## src/rtl/stream_mux_rr_if.sv

```systemverilog
// Bundle of N input streams, the arbitration override and the single output stream of stream_mux_rr.
interface stream_mux_rr_if #(
  parameter int WIDTH    = 8,
  parameter int CHANNELS = 4
);
  localparam int SEL_W = $clog2(CHANNELS);

  logic [CHANNELS*WIDTH-1:0] in_data;
  logic [CHANNELS-1:0]       in_valid;
  logic [CHANNELS-1:0]       in_last;
  logic [CHANNELS-1:0]       in_ready;
  logic                      force_en;
  logic [SEL_W-1:0]          force_sel;
  logic [WIDTH-1:0]          out_data;
  logic [SEL_W-1:0]          out_sel;
  logic                      out_last;
  logic                      out_valid;
  logic                      out_ready;

  modport slave (
    input  in_data, in_valid, in_last, force_en, force_sel, out_ready,
    output in_ready, out_data, out_sel, out_last, out_valid
  );

  modport master (
    output in_data, in_valid, in_last, force_en, force_sel, out_ready,
    input  in_ready, out_data, out_sel, out_last, out_valid
  );
endinterface

```

## src/rtl/stream_mux_rr.sv

```systemverilog
// N-channel stream multiplexer with round-robin or fixed-priority arbitration,
// packet locking on in_last and a single registered output stage.
module stream_mux_rr #(
  parameter int WIDTH    = 8,
  parameter int CHANNELS = 4,
  parameter int MODE     = 0
) (
  input  logic           clk,
  input  logic           reset_n,
  stream_mux_rr_if.slave bus
);
  localparam int SEL_W = $clog2(CHANNELS);
  localparam int unsigned NCH = CHANNELS;

  typedef enum logic {IDLE, LOCKED} state_t;

  state_t           state, state_next;
  logic [SEL_W-1:0] lock_ch, rr_ptr, grant, next_ptr;
  logic             grant_vld, load_ok, accept, grant_last, found;
  int unsigned      idx;

  always_comb begin
    grant     = '0;
    grant_vld = 1'b0;
    found     = 1'b0;
    idx       = 0;
    if (state == LOCKED) begin
      grant     = lock_ch;
      grant_vld = bus.in_valid[lock_ch];
    end else if (bus.force_en) begin
      grant = bus.force_sel;
      if (32'(bus.force_sel) < NCH)
        grant_vld = bus.in_valid[bus.force_sel];
    end else begin
      // Scan starts at rr_ptr for round-robin, at channel 0 for fixed priority.
      for (int unsigned i = 0; i < NCH; i++) begin
        idx = (MODE == 0) ? (32'(rr_ptr) + i) % NCH : i;
        if (!found && bus.in_valid[idx]) begin
          found = 1'b1;
          grant = SEL_W'(idx);
        end
      end
      grant_vld = found;
    end
  end

  // reset_n gates acceptance so no channel sees ready while reset is held.
  assign load_ok    = !bus.out_valid || bus.out_ready;
  assign accept     = reset_n && load_ok && grant_vld;
  assign grant_last = bus.in_last[grant];
  assign next_ptr   = (32'(grant) == NCH - 1) ? '0 : grant + 1'b1;

  always_comb begin
    bus.in_ready = '0;
    for (int unsigned i = 0; i < NCH; i++)
      bus.in_ready[i] = accept && (32'(grant) == i);
  end

  always_comb begin
    state_next = state;
    if (accept) begin
      if (state == IDLE && !grant_last)
        state_next = LOCKED;
      else if (state == LOCKED && grant_last)
        state_next = IDLE;
    end
  end

  always_ff @(posedge clk or negedge reset_n) begin
    if (!reset_n) begin
      state         <= IDLE;
      lock_ch       <= '0;
      rr_ptr        <= '0;
      bus.out_data  <= '0;
      bus.out_sel   <= '0;
      bus.out_last  <= 1'b0;
      bus.out_valid <= 1'b0;
    end else begin
      state <= state_next;
      if (accept) begin
        if (state == IDLE)
          lock_ch <= grant;
        if (grant_last)
          rr_ptr <= next_ptr;
        bus.out_data  <= bus.in_data[32'(grant)*WIDTH +: WIDTH];
        bus.out_sel   <= grant;
        bus.out_last  <= grant_last;
        bus.out_valid <= 1'b1;
      end else if (bus.out_ready) begin
        bus.out_valid <= 1'b0;
      end
    end
  end
endmodule
```

## src/flat_wrapper.sv

```systemverilog
// flat-port wrapper written by rule: the top's interface ports become plain ports
module stream_mux_rr_flat 
#(
  parameter int WIDTH    = 8,
  parameter int CHANNELS = 4,
  parameter int MODE     = 0
)
  (clk, reset_n, bus_in_data, bus_in_valid, bus_in_last, bus_force_en, bus_force_sel, bus_out_ready, bus_in_ready, bus_out_data, bus_out_sel, bus_out_last, bus_out_valid);
  stream_mux_rr_if #(.WIDTH(WIDTH), .CHANNELS(CHANNELS)) bus_i ();
  input  logic clk;
  input  logic reset_n;
  input wire logic [$bits(bus_i.in_data)-1:0] bus_in_data;
  input wire logic [$bits(bus_i.in_valid)-1:0] bus_in_valid;
  input wire logic [$bits(bus_i.in_last)-1:0] bus_in_last;
  input wire logic [$bits(bus_i.force_en)-1:0] bus_force_en;
  input wire logic [$bits(bus_i.force_sel)-1:0] bus_force_sel;
  input wire logic [$bits(bus_i.out_ready)-1:0] bus_out_ready;
  output wire logic [$bits(bus_i.in_ready)-1:0] bus_in_ready;
  output wire logic [$bits(bus_i.out_data)-1:0] bus_out_data;
  output wire logic [$bits(bus_i.out_sel)-1:0] bus_out_sel;
  output wire logic [$bits(bus_i.out_last)-1:0] bus_out_last;
  output wire logic [$bits(bus_i.out_valid)-1:0] bus_out_valid;
  assign bus_i.in_data = bus_in_data;
  assign bus_i.in_valid = bus_in_valid;
  assign bus_i.in_last = bus_in_last;
  assign bus_i.force_en = bus_force_en;
  assign bus_i.force_sel = bus_force_sel;
  assign bus_i.out_ready = bus_out_ready;
  assign bus_in_ready = bus_i.in_ready;
  assign bus_out_data = bus_i.out_data;
  assign bus_out_sel = bus_i.out_sel;
  assign bus_out_last = bus_i.out_last;
  assign bus_out_valid = bus_i.out_valid;
  stream_mux_rr #(.WIDTH(WIDTH), .CHANNELS(CHANNELS), .MODE(MODE)) u_core (.clk(clk), .reset_n(reset_n), .bus(bus_i));
endmodule
```

## config.mk

```make
export PLATFORM = sky130hd
export DESIGN_NAME = stream_mux_rr_flat
export DESIGN_NICKNAME = d
export VERILOG_FILES = /design/src/rtl/stream_mux_rr_if.sv /design/src/rtl/stream_mux_rr.sv /design/src/flat_wrapper.sv
export SDC_FILE = /design/constraint.sdc
export NUM_CORES = 1
export LEC_CHECK = 0
export BUFFER_PORTS_ARGS = -buffer_cell sky130_fd_sc_hd__buf_2
export CELL_PAD_IN_SITES_DETAIL_PLACEMENT = 0
export CELL_PAD_IN_SITES_GLOBAL_PLACEMENT = 1
export CORE_MARGIN = 1
export CORE_UTILIZATION = 36
export DETAILED_ROUTE_END_ITERATION = 6
export MAX_ROUTING_LAYER = met4
export PLACE_DENSITY_LB_ADDON = 0.1
export SETUP_SLACK_MARGIN = 0.1
export SLEW_MARGIN = 10
export SYNTH_ARGS = -nofsm -noshare
export SYNTH_HDL_FRONTEND = slang
export SYNTH_SLANG_ARGS = --single-unit
export TNS_END_PERCENT = 5
```

## constraint.sdc

```tcl
create_clock -name clk -period 5.2 [get_ports clk]
set_input_delay 1.04 -clock clk [delete_from_list [all_inputs] [get_ports clk]]
set_output_delay 1.04 -clock clk [all_outputs]
set_load 0.02 [all_outputs]
```

; ---- Word level (Yosys, flattened, before mapping)
; Index checks and enable logic that the tools add are counted.
[op_classes]
n_addsub = 4
n_lt_le_gt_ge = 7
n_eq_ne = 3
n_shift = 1
muxes = 37
bitwise = 1
n_reduce_logical = 23
[op_table]
columns = cell, count
row1 = $shiftx 32x6->8, 1
row2 = $mux 1, 23
row3 = $lt 2x3->1 const B, 7
row4 = $bmux 1 s2, 7
row5 = $mux 2, 7
row6 = $logic_and 1x1->1, 11
row7 = $reduce_and 2->1, 3
row8 = $logic_not 1->1, 5
row9 = $add 2x1->2 const B, 2
row10 = $add 2x2->2 const B, 2
row11 = $eq 2x2->1 const B, 2
row12 = $reduce_bool 2->1, 2
row13 = $eq 2x1->1 const B, 1
row14 = $logic_not 2->1, 1
row15 = $logic_or 1x1->1, 1
row16 = $not 1->1, 1
[totals]
ff_bits = 17
input_bits = 46
wordCells = 83

; ---- Logic depth before layout (Yosys ltp)
[depth]
depth_word = 26
ltp_mapped = 9
mapped_depth_nobuf = 8

; ---- Least setup slack after synthesis
; Ideal clock, no wire load.
[synth_timing]
path_kind = input port to output port
from = input bus_in_valid[3]
to = output bus_in_ready[2]
t_arrival_ns = 2.539
slack_ns = 1.621
path_stages = 8
n_path_buf = 1
path_cell_list = and3b_1 -> o21a_1 -> o41ai_4 -> and2_4 -> buf_12 -> ha_1 -> inv_1 -> nor2_1
[synth_between]
elab_chain_cells = 22
word_cells_on_any_way = 39
classes_between = eq/ne: 1 / mux: 30 / reduce/logical: 8
[synth_rtl]
columns = item, line_no
row1 = "start, declared", flat_wrapper.sv:13  ; input wire logic [$bits(bus_i.in_valid)-1:0] bus_in_valid;
row2 = $bmux 1 s2, stream_mux_rr.sv:38  ; if (!found && bus.in_valid[idx]) begin
row3 = $mux 1 (not written as such), stream_mux_rr.sv:38
row4 = $mux 1, stream_mux_rr.sv:38
row5 = $mux 1, stream_mux_rr.sv:30  ; end else if (bus.force_en) begin
row6 = $mux 1, stream_mux_rr.sv:27  ; if (state == LOCKED) begin
row7 = $logic_not 1->1, stream_mux_rr.sv:38
row8 = $logic_and 1x1->1, stream_mux_rr.sv:38
row9 = $mux 1, stream_mux_rr.sv:38
row10 = (+7 left out), --
row11 = $logic_not 1->1, stream_mux_rr.sv:38
row12 = $logic_and 1x1->1, stream_mux_rr.sv:38
row13 = $mux 2 (*), stream_mux_rr.sv:38
row14 = $mux 2 (*), stream_mux_rr.sv:30
row15 = $mux 2 (*), stream_mux_rr.sv:27
row16 = net u_core.grant[1], stream_mux_rr.sv:18  ; logic [SEL_W-1:0] lock_ch, rr_ptr, grant, next_ptr;
row17 = $eq 2x2->1 (*), stream_mux_rr.sv:56  ; bus.in_ready[i] = accept && (32'(grant) == i);
row18 = $logic_and 1x1->1 (*), stream_mux_rr.sv:56
row19 = "end, declared", flat_wrapper.sv:18  ; output wire logic [$bits(bus_i.in_ready)-1:0] bus_in_ready;
; The timed path passes the listed nets; every way through them passes the cells marked *. The select of a mux whose other input is x is not followed.

; ---- Worst setup path after layout
[layout_timing]
from = input bus_in_valid[3]
to = output bus_in_ready[0]
[layout_between]
elab_chain_cells = 22
word_cells_on_any_way = 39
classes_between = mux: 30 / reduce/logical: 9
[layout_rtl]
columns = item, line_no
row1 = $bmux 1 s2, stream_mux_rr.sv:38
row2 = $mux 1 (not written as such), stream_mux_rr.sv:38
row3 = $mux 1, stream_mux_rr.sv:38
row4 = $mux 1, stream_mux_rr.sv:30
row5 = $mux 1, stream_mux_rr.sv:27
row6 = $logic_not 1->1, stream_mux_rr.sv:38
row7 = $logic_and 1x1->1, stream_mux_rr.sv:38
row8 = $mux 1, stream_mux_rr.sv:38
row9 = (+6 left out), --
row10 = $mux 1, stream_mux_rr.sv:27
row11 = $logic_not 1->1, stream_mux_rr.sv:38
row12 = $logic_and 1x1->1, stream_mux_rr.sv:38
row13 = $mux 2 / $mux 1 (equally long branches), stream_mux_rr.sv:38
row14 = $mux 2 / $mux 1 (equally long branches), stream_mux_rr.sv:30
row15 = $mux 2 / $mux 1 (equally long branches), stream_mux_rr.sv:27
row16 = $logic_not 2->1 / $logic_and 1x1->1 (equally long branches), "stream_mux_rr.sv:56, stream_mux_rr.sv:49"
row17 = $logic_and 1x1->1 (*), stream_mux_rr.sv:56
; Every way passes the cells marked *; elsewhere a longest branch is shown, timed or not. The select of a mux whose other input is x is not followed.

==> results.sh <==
export IMPL_status="complete, no violations"
export IMPL_dp_cells=242
export IMPL_path_delay_family="compound AO/OA/AOI/OAI gates"
export IMPL_route_detailed_drc=0
export IMPL_grt_setup_unrepaired="no"
export IMPL_cts_resized=0
export IMPL_skew_ns=0.00222
export IMPL_insertedDiodeCount=0
export IMPL_start_util_pct=38.9
export IMPL_syn_area_um2=1340
export IMPL_ctsLongestPathBuffers=2
export IMPL_r2r_start="u_core.rr_ptr[1]"
export IMPL_routed_wl_um=3390
export IMPL_reg2reg_to="u_core.rr_ptr[1]"
export IMPL_die_w_um=63.0
export IMPL_p_int_mw=0.485
export IMPL_viasPerCell=5.19
export IMPL_comb_power_share_pct=60.7
export IMPL_final_util_pct=49.4
export IMPL_first_pass_iters=4
export IMPL_gr_usage_all_layers_pct=18.4
export IMPL_finalSetupViolCount=0
export IMPL_synth_top_area_share_pct=31.8
export IMPL_drv_cap=0
export IMPL_hold_path_class="flip-flop to flip-flop"
export IMPL_grt_start_max_net_pins=20
export IMPL_synth_area_leaders="dfrtp_1 32%, mux2i_1 9.0%, o211ai_1 5.1%"
export IMPL_worst_path_max_fanout=19
export IMPL_finalCritPeriodShare_pct=81.1
export IMPL_worst_slack_ns=0.983
export IMPL_synth_edf_count=0
export IMPL_synth_most_common_cell="dfrtp_1"
export IMPL_yosys_top_cells_count="17 x dfrtp_1, 14 x nand2_1, 12 x mux2i_1"
export IMPL_fillers=348
export IMPL_drt_iter0_drc=24
export IMPL_synthArstFlopShare_pct=100
export IMPL_grt_ovfl_total=0
export IMPL_final_setup_tns_ns=0
export IMPL_rows=21
export IMPL_yosysSeqAreaShare_pct=31.8
export IMPL_root_buffer="clkbuf_8"
export IMPL_grt_antenna_before_repair=0
export IMPL_slew_headroom_pct=46.6
export IMPL_synthCells=142
export IMPL_finalHoldViolations=0
export IMPL_hpwl_um=2600
export IMPL_vdd_drop_max_uv=194
export IMPL_p_clk_share_pct=11.2
export IMPL_syn_nets=192
export IMPL_fmax_mhz=237
export IMPL_cp_end_kind="output port"
export IMPL_clock_sinks=17
export IMPL_syn_to_final_growth_pct=27.0
export IMPL_dieArea_um2=3960
export IMPL_finalCriticalPeriod_ns=4.22
export IMPL_cts_setup_buffers=0
export IMPL_path_buf_inv=4
export IMPL_p_per_area_nw_per_um2=529
export IMPL_tightest_slew_ns=0.798
export IMPL_die_h_um=63.0
export IMPL_portBuffers=61
export IMPL_cts_tree="built"
export IMPL_wl_per_cell_um=13.8
export IMPL_critPathLaunch="bus_in_valid[3]"
export IMPL_syn_mean_instance_area_um2=9.42
export IMPL_p_seq_share_pct=28.0
export IMPL_final_cells=246
export IMPL_required_ns=4.16
export IMPL_globalplace_congestion=0.725
export IMPL_grt_pass1_vias=1207
export IMPL_clkLatencyLatePin_ns=0.25
export IMPL_ant_nets=0
export IMPL_slowest_stage="o41ai_4"
export IMPL_cellLeakagePower_nw=0.884
export IMPL_timing_final_max_slew_violations=0
export IMPL_clkSlewWorstSetupHoldPaths_ns=0.07
export IMPL_nets=251
export IMPL_swShare_pct=46.0
export IMPL_netSwitchingPower_mw=0.414
export IMPL_cp_start_kind="primary input"
export IMPL_regToRegSetupSlack_ns=2.60
export IMPL_critical_path_cell_chain="buf_2 > and3b_1 > o21a_1 > o41ai_4 > and2_4 > inv_1 > ha_1 > inv_1 > nor2_1 > buf_2"
export IMPL_ys_warn_count=0
export IMPL_postCtsHoldBufs=0
export IMPL_final_layout_size_suffix_gt1_share_pct=39.5
export IMPL_ys_types=42
export IMPL_yosysTopAreaCell="dfrtp_1"
export IMPL_r2r_cells=6
export IMPL_ys_flop_type="dfrtp_1"
export IMPL_ys_ff_latch=17
export IMPL_endpoint="bus_in_ready[0]"
export IMPL_path_class="primary input to output port"
export IMPL_cts_htree_levels=1
export IMPL_io_pin_count=62
export IMPL_max_stage_delay_ns=0.65
export IMPL_core_area_um2=3440
export IMPL_cp_num_cells=10
export IMPL_pre_cts_slack_ns=0.959
export IMPL_grt_pass1_wl_um=5620
export IMPL_numCtsBuffers=3
export IMPL_arrival_ns=3.18
export IMPL_vias=1276
-- cells in the final DEF (no fill, tap or decap), types with 2 or more instances in the layout --
| cell type | n |
|---|---|
| buf_2 | 61 |
| dfrtp_1 | 17 |
| nand2_1 | 14 |
| mux2i_1 | 12 |
| nor2_1 | 10 |
| o211ai_1 | 9 |
| a21boi_0 | 8 |
| o21ai_0 | 7 |
| inv_1 | 6 |
| and3_2 | 6 |
| nand2b_1 | 5 |
| a21o_1 | 4 |
| a21oi_1 | 4 |
| ha_1 | 4 |
| clkbuf_8 | 3 |
| and3b_1 | 2 |
| mux4_1 | 2 |
| a31oi_1 | 2 |
| and3_1 | 2 |
| mux2_1 | 2 |
-- layout make-up --
cell class	instances	area, um2	share of cell area [%]
inverter	7	26.3	1.55
timing repair buffer	62	313	18.4
tap	46	57.6	3.39
clock buffer	4	45.0	2.65
sequential	17	425	25.0
multi-input combinational	110	832	49.0
-- worst register-to-register path, stage by stage, from the launching register on --
cell     delay (ns)
dfrtp_1        0.46
and3b_1        0.20
o21a_1         0.20
o41ai_4        0.66
and2_4         0.42
ha_1           0.27
mux2_1         0.29
-- layer usage --
| layer | wire [um] | vias to the layer above | track usage, % |
|---|---|---|---|
| met5 | 0 | - | - |
| met4 | 15 | 0 | 4.36 |
| li1 | - | 635 | - |
| met3 | 126 | 2 | 2.37 |
| met1 | 1650 | 607 | 25.2 |
| met2 | 1600 | 32 | 28.6 |
-- per-stage QoR --
step           total power [mW]  hold WS [ns]  area, um2
6_report                  0.899         0.484       1700
4_1_cts                   0.909         0.486       1700
3_5_place_dp              0.805         0.465       1650
3_3_place_gp              0.785         0.463       1650
2_1_floorplan             0.678         0.533       1340
5_1_grt                   0.978         0.497       1700
-- registers in the layout, indices dropped and copies added, names as in the netlist --
name	flops
u_core.state	1
u_core.bus.out_last	1
u_core.rr_ptr	2
u_core.bus.out_sel	2
u_core.bus.out_data	8
u_core.lock_ch	2
u_core.bus.out_valid	1
-- kinds of logic after synthesis --
logic type                 count (synthesis)  synth area share, %
buffers and inverters                     15                 5.99
and+or+nand+nor                           46                 19.0
adders and majority gates                  4                 3.74
muxes                                     16                 14.6
AOI/OAI and AO/OA                         44                 24.9
DFF                                       17                 31.8
-- how the worst min path moves through the flow --
stage	from	endpoint	slack, ns	cells past startpoint
after CTS	u_core.bus.out_last	u_core.bus.out_last	0.49	1
final	u_core.bus.out_sel[0]	u_core.bus.out_sel[0]	0.48	1
after global routing	u_core.bus.out_last	u_core.bus.out_last	0.50	1
after floorplan	u_core.rr_ptr[0]	u_core.rr_ptr[0]	0.53	1
after global placement	u_core.bus.out_sel[0]	u_core.bus.out_sel[0]	0.46	1
after detailed placement	u_core.bus.out_sel[0]	u_core.bus.out_sel[0]	0.46	1
-- power groups by stage --
stage               combinational [mW]  clock, mW  sequential [mW]
global placement                 0.535          0            0.250
floorplan                        0.380          0            0.298
CTS                              0.554      0.104            0.252
detailed placement               0.552          0            0.254
global route                     0.606      0.110            0.262
finish                           0.546      0.101            0.252
Note: power is estimated with default switching activity, not from simulation.
